## src/rtl/mag_stats_pkg.sv

```systemverilog
// Shared defaults and record layout for the magnitude window statistics block.
// The saturation counter is built only when MAG_WINDOW_STATS_SAT_CNT_EN is defined.
package mag_stats_pkg;

  localparam int MAG_W_DEF   = 7;
  localparam int WIN_LEN_DEF = 16;
  localparam int CNT_W_DEF   = $clog2(WIN_LEN_DEF);
  localparam int SUM_W_DEF   = MAG_W_DEF + CNT_W_DEF;

  // Largest magnitude upstream can produce; it stands in for the clipped -128 input.
  localparam logic [MAG_W_DEF-1:0] MAG_SAT = '1;

  typedef struct packed {
    logic [MAG_W_DEF-1:0] peak;
    logic [SUM_W_DEF-1:0] sum;
    logic [MAG_W_DEF-1:0] mean;
    logic [CNT_W_DEF:0]   sat_cnt;
  } mag_rec_t;

endpackage

```

## src/rtl/mag_stats_accum.sv

```systemverilog
// Per-window accumulator: sample count, running sum, running peak and (with
// MAG_WINDOW_STATS_SAT_CNT_EN) a count of saturated samples.
module mag_stats_accum
  import mag_stats_pkg::*;
#(
  parameter int MAG_W   = MAG_W_DEF,
  parameter int WIN_LEN = WIN_LEN_DEF,
  parameter int CNT_W   = $clog2(WIN_LEN),
  parameter int SUM_W   = MAG_W + CNT_W
) (
  input  logic             clk,
  input  logic             rst_n,
  input  logic             clr,
  input  logic             accept,
  input  logic [MAG_W-1:0] mag,
  output logic             last,
  output logic             done,
  output logic [MAG_W-1:0] fin_peak,
  output logic [SUM_W-1:0] fin_sum
`ifdef MAG_WINDOW_STATS_SAT_CNT_EN
  ,
  output logic [CNT_W:0]   fin_sat
`endif
);

  logic [CNT_W-1:0] cnt;
  logic [SUM_W-1:0] acc_sum;
  logic [MAG_W-1:0] acc_peak;

  assign last     = (cnt == CNT_W'(WIN_LEN - 1));
  assign done     = accept && last;
  // Window totals include the sample being accepted this cycle.
  assign fin_peak = (mag > acc_peak) ? mag : acc_peak;
  assign fin_sum  = acc_sum + SUM_W'(mag);

  always_ff @(posedge clk) begin
    if (!rst_n || clr) begin
      cnt      <= '0;
      acc_sum  <= '0;
      acc_peak <= '0;
    end else if (accept) begin
      if (last) begin
        cnt      <= '0;
        acc_sum  <= '0;
        acc_peak <= '0;
      end else begin
        cnt      <= cnt + 1'b1;
        acc_sum  <= fin_sum;
        acc_peak <= fin_peak;
      end
    end
  end

`ifdef MAG_WINDOW_STATS_SAT_CNT_EN
  logic [CNT_W:0] acc_sat;
  logic           is_sat;

  assign is_sat  = (mag == {MAG_W{1'b1}});
  assign fin_sat = acc_sat + (CNT_W+1)'(is_sat);

  always_ff @(posedge clk) begin
    if (!rst_n || clr) begin
      acc_sat <= '0;
    end else if (accept) begin
      acc_sat <= last ? '0 : fin_sat;
    end
  end
`endif

endmodule

```

## src/rtl/mag_window_stats.sv

```systemverilog
// Windowed peak/sum/mean of a magnitude stream with a one-deep output record.
// Optional saturated-sample count under MAG_WINDOW_STATS_SAT_CNT_EN.
module mag_window_stats
  import mag_stats_pkg::*;
#(
  parameter int MAG_W   = MAG_W_DEF,
  parameter int WIN_LEN = WIN_LEN_DEF,
  parameter int CNT_W   = $clog2(WIN_LEN),
  parameter int SUM_W   = MAG_W + CNT_W
) (
  input  logic             clk,
  input  logic             rst_n,
  input  logic             win_clr,
  input  logic             in_valid,
  output logic             in_ready,
  input  logic [MAG_W-1:0] in_mag,
  output logic             out_valid,
  input  logic             out_ready,
  output logic [MAG_W-1:0] out_peak,
  output logic [SUM_W-1:0] out_sum,
  output logic [MAG_W-1:0] out_mean
`ifdef MAG_WINDOW_STATS_SAT_CNT_EN
  ,
  output logic [CNT_W:0]   out_sat_cnt
`endif
);

  // Handshakes: a transfer happens on a rising edge where valid && ready.
  // in_ready drops only when the closing sample of a window would overwrite a
  // record that the downstream has not yet taken.

  logic             accept;
  logic             last;
  logic             done;
  logic [MAG_W-1:0] fin_peak;
  logic [SUM_W-1:0] fin_sum;
`ifdef MAG_WINDOW_STATS_SAT_CNT_EN
  logic [CNT_W:0]   fin_sat;
`endif

  assign in_ready = rst_n && !win_clr && !(last && out_valid && !out_ready);
  assign accept   = in_valid && in_ready;

  mag_stats_accum #(
    .MAG_W   (MAG_W),
    .WIN_LEN (WIN_LEN),
    .CNT_W   (CNT_W),
    .SUM_W   (SUM_W)
  ) u_accum (
    .clk      (clk),
    .rst_n    (rst_n),
    .clr      (win_clr),
    .accept   (accept),
    .mag      (in_mag),
    .last     (last),
    .done     (done),
    .fin_peak (fin_peak),
    .fin_sum  (fin_sum)
`ifdef MAG_WINDOW_STATS_SAT_CNT_EN
    ,
    .fin_sat  (fin_sat)
`endif
  );

  // A completing window reloads the record even while the old one drains,
  // which gives back-to-back records without a bubble.
  always_ff @(posedge clk) begin
    if (!rst_n) begin
      out_valid <= 1'b0;
      out_peak  <= '0;
      out_sum   <= '0;
      out_mean  <= '0;
    end else if (done) begin
      out_valid <= 1'b1;
      out_peak  <= fin_peak;
      out_sum   <= fin_sum;
      out_mean  <= fin_sum[SUM_W-1:CNT_W];
    end else if (out_ready) begin
      out_valid <= 1'b0;
    end
  end

`ifdef MAG_WINDOW_STATS_SAT_CNT_EN
  always_ff @(posedge clk) begin
    if (!rst_n) begin
      out_sat_cnt <= '0;
    end else if (done) begin
      out_sat_cnt <= fin_sat;
    end
  end
`endif

endmodule

```

## config.mk

```make
export PLATFORM = sky130hd
export DESIGN_NAME = mag_window_stats
export DESIGN_NICKNAME = d
export VERILOG_FILES = /design/src/rtl/mag_stats_pkg.sv /design/src/rtl/mag_stats_accum.sv /design/src/rtl/mag_window_stats.sv
export SDC_FILE = /design/constraint.sdc
export NUM_CORES = 1
export LEC_CHECK = 0
export ABC_AREA = 1
export CORE_MARGIN = 2
export CORE_UTILIZATION = 54
export CTS_CLUSTER_DIAMETER = 80
export DETAILED_ROUTE_END_ITERATION = 16
export HOLD_SLACK_MARGIN = 0.03
export PLACE_DENSITY = 0.81
export SYNTH_ARGS = -nofsm -noshare
export SYNTH_HDL_FRONTEND = slang
export SYNTH_SLANG_ARGS = --single-unit
```

## constraint.sdc

```tcl
create_clock -name clk -period 2.2 [get_ports clk]
set_input_delay 0.22 -clock clk [delete_from_list [all_inputs] [get_ports clk]]
set_output_delay 0.22 -clock clk [all_outputs]
set_load 0.02 [all_outputs]
```

==> flow_summary.json <==
{
  "grt_pass1_vias": 2214,
  "crit_arrival_ns": 1.83,
  "path_depth": 5,
  "p_seq_share_pct": 45.4,
  "clock_path_buffers": 2,
  "p_per_area_nw_per_um2": 555.9,
  "crit_buf_inv": 2,
  "initial_utilization_pct": 56.18,
  "setup_viol": 0,
  "die-area_um2": 5084,
  "crit_path_start_kind": "flop",
  "tightest_slew_ns": 0.4568,
  "grt_pass1_wl_um": 9556,
  "hold_buffers": 0,
  "cts_setup_buffers": 0,
  "ios": 39,
  "relSlewSlack_pct": 69.50,
  "cts_tree": "built",
  "n_antenna_cell": 0,
  "rsz0062_at_grt": "no",
  "timing.final.hold_violations": 0,
  "grt_max_degree": 31,
  "wl_met1_um": 2394,
  "hold_depth": 2,
  "crit_slowest_cell": "clkdlybuf4s50_1",
  "clock-root-buffer": "clkbuf_8",
  "nets": 423,
  "clkPwrFrac_pct": 43.7,
  "power.switching_w": 0.0003852,
  "overflow": 0,
  "r2r_cells": 7,
  "met3_length_um": 252,
  "synth_warnings": 0,
  "p_comb_share_pct": 10.9,
  "fin_cells": 448,
  "clock_skew_ns": 0.004184,
  "crit_fanout": 4,
  "drtIter0Drc": 121,
  "dp_cells": 440,
  "synthArstFlopShare_pct": 0,
  "synth_ff_type": "dfxtp_1",
  "die_y_um": 71.31,
  "hpwl_um": 4170,
  "switching_share_pct": 23.35,
  "p_total_w": 0.001650,
  "yosys-top-cells-area": "dfxtp_1 34%, nand2_1 18%, ha_1 7.7%, inv_1 7.5%, nand3_1 6.3%",
  "fin_crit_ns": 2.052,
  "hold_path_class": "reg2reg",
  "finalWeightedCongestion": 0.9251,
  "antenna_found_initial": 0,
  "ys_top_cells_by_count": "120 x nand2_1, 49 x inv_1, 41 x dfxtp_1, 31 x nand3_1, 29 x a21oi_1",
  "clk_pin_slew_worst_paths_ns": 0.08,
  "whs_ns": 0.4689,
  "wl_met2_um": 2694,
  "dr_total_vias": 2302,
  "cp-end-kind": "output port",
  "drt_wl_total_um": 5433,
  "ys_ff_latch": 41,
  "nFillCells": 393,
  "insertion_delay_ns": 0.30,
  "final_layout_size_suffix_gt1_share_pct": 6.313,
  "cts_inserted_buffers": 5,
  "p_leak_nw": 1.393,
  "slew_violations": 0,
  "area_growth_pct": 21.33,
  "critPathKind": "reg2out",
  "synth_fp_nets": 388,
  "gr-usage-all-layers_pct": 23.46,
  "design.core.area_um2": 4354,
  "synth_cell_types": 28,
  "synth-edff-count": 0,
  "die_x_um": 71.31,
  "wl_per_cell_um": 12.13,
  "htreeDepth": 2,
  "top_layer": "met4",
  "worstPathRequired_ns": 1.98,
  "slowest_delay_ns": 0.62,
  "critPathTopFamily": "buffers and inverters",
  "portBuffers": 38,
  "vias_per_cell": 5.138,
  "status": "completed",
  "fmax_ghz": 0.4874,
  "max_cap_violations": 0,
  "synth_area_um2": 2446,
  "avgSynthCellArea_um2": 6.795,
  "cts.repair.resized": 0,
  "intPower_w": 0.001265,
  "dr.pass1.iters": 4,
  "yosysMostFrequentCell": "nand2_1",
  "ant_nets": 0,
  "synth_top_area_share_pct": 33.55,
  "irDropWorstVdd_uv": 449.9,
  "finalCritPeriodShare_pct": 93.26,
  "path_cells": "ha_1 -> nand3_1 -> inv_2 -> a21oi_4 -> clkdlybuf4s50_1",
  "ys_seq_area_share_pct": 33.55,
  "rows": 24,
  "netlist_instances": 360,
  "clock_sinks": 41,
  "yosysTopAreaCell": "dfxtp_1",
  "finalSetupTns_ns": 0,
  "drc": 0
}
## through the flow
step	instance area, um^2	setup slack (ns)	utilization, %
after floorplan	2446	0.5605	-
after global placement	2834	0.07318	65.09
after detailed placement	2834	0.01804	65.09
after CTS	2968	0.1317	68.16
after global routing	2968	0.03420	68.16
final	2968	0.1482	68.16
## tightest hold or removal path, cell delays in order, from the launching register on
cell     delay [ns]
dfxtp_1        0.32
nand2_1        0.06
a21oi_1        0.05
## worst paths after layout
check                              to                start  slack [ns]
setup / recovery             in_ready       u_accum.cnt[0]        0.15
hold / removal    u_accum.acc_peak[2]  u_accum.acc_peak[2]        0.47
hold reg to reg   u_accum.acc_peak[2]  u_accum.acc_peak[2]        0.47
setup reg to reg           out_sum[0]       u_accum.cnt[0]        0.34
## registers in the layout (all words and copies together), names as in the netlist
signal            count
out_peak              7
out_sum              11
out_valid             1
u_accum.acc_peak      7
u_accum.acc_sum      11
u_accum.cnt           4
## area by class of cell
cell class / instances / area, um^2 / area share [%]
Tap cell: 52 / 65.06 / 2.192
Multi-Input combinational cell: 248 / 1309 / 44.10
Clock inverter: 3 / 65.06 / 2.192
Inverter: 54 / 206.4 / 6.956
Clock buffer: 5 / 68.82 / 2.319
Sequential cell: 41 / 820.8 / 27.66
Timing Repair Buffer: 45 / 432.9 / 14.59
## per-layer routing
layer  GRT usage (%)  up-vias
met4           8.386        0
met2           40.02       52
li1                -     1195
met3           5.345        8
met1           29.00     1047
met5               0        -
## logic make-up (layout without fill, tap and decap cells)
kind of cell	after synthesis	in the layout	share of synthesized area [%]
adders and majority gates	16	16	8.491
buffers and inverters	71	107	12.94
xor gates and xnor gates	4	4	1.432
DFF	41	41	33.56
AOI/OAI and AO/OA	52	52	12.74
and+or+nand+nor	176	176	30.84
## power by group through the flow
stage | Clock [W] | Sequential (W) | Combinational (W)
floorplan | 0 | 0.000765 | 0.000114
global placement | 0 | 0.000766 | 0.000174
detailed placement | 0 | 0.000766 | 0.000178
CTS | 0.000736 | 0.000749 | 0.000179
global route | 0.000769 | 0.000749 | 0.000203
finish | 0.000722 | 0.000749 | 0.000180
## layout by cell type, fill, tap and decap left out, types with 5 or more instances in the layout
cell type          n
nor2_1            15
inv_1             49
o21ai_0            5
a21oi_1           29
buf_4              7
ha_1              15
clkdlybuf4s50_1   38
nand3_1           31
nand2_1          120
dfxtp_1           41
o21a_1            13
clkbuf_8           5
Power figures use the tool's default switching activity.
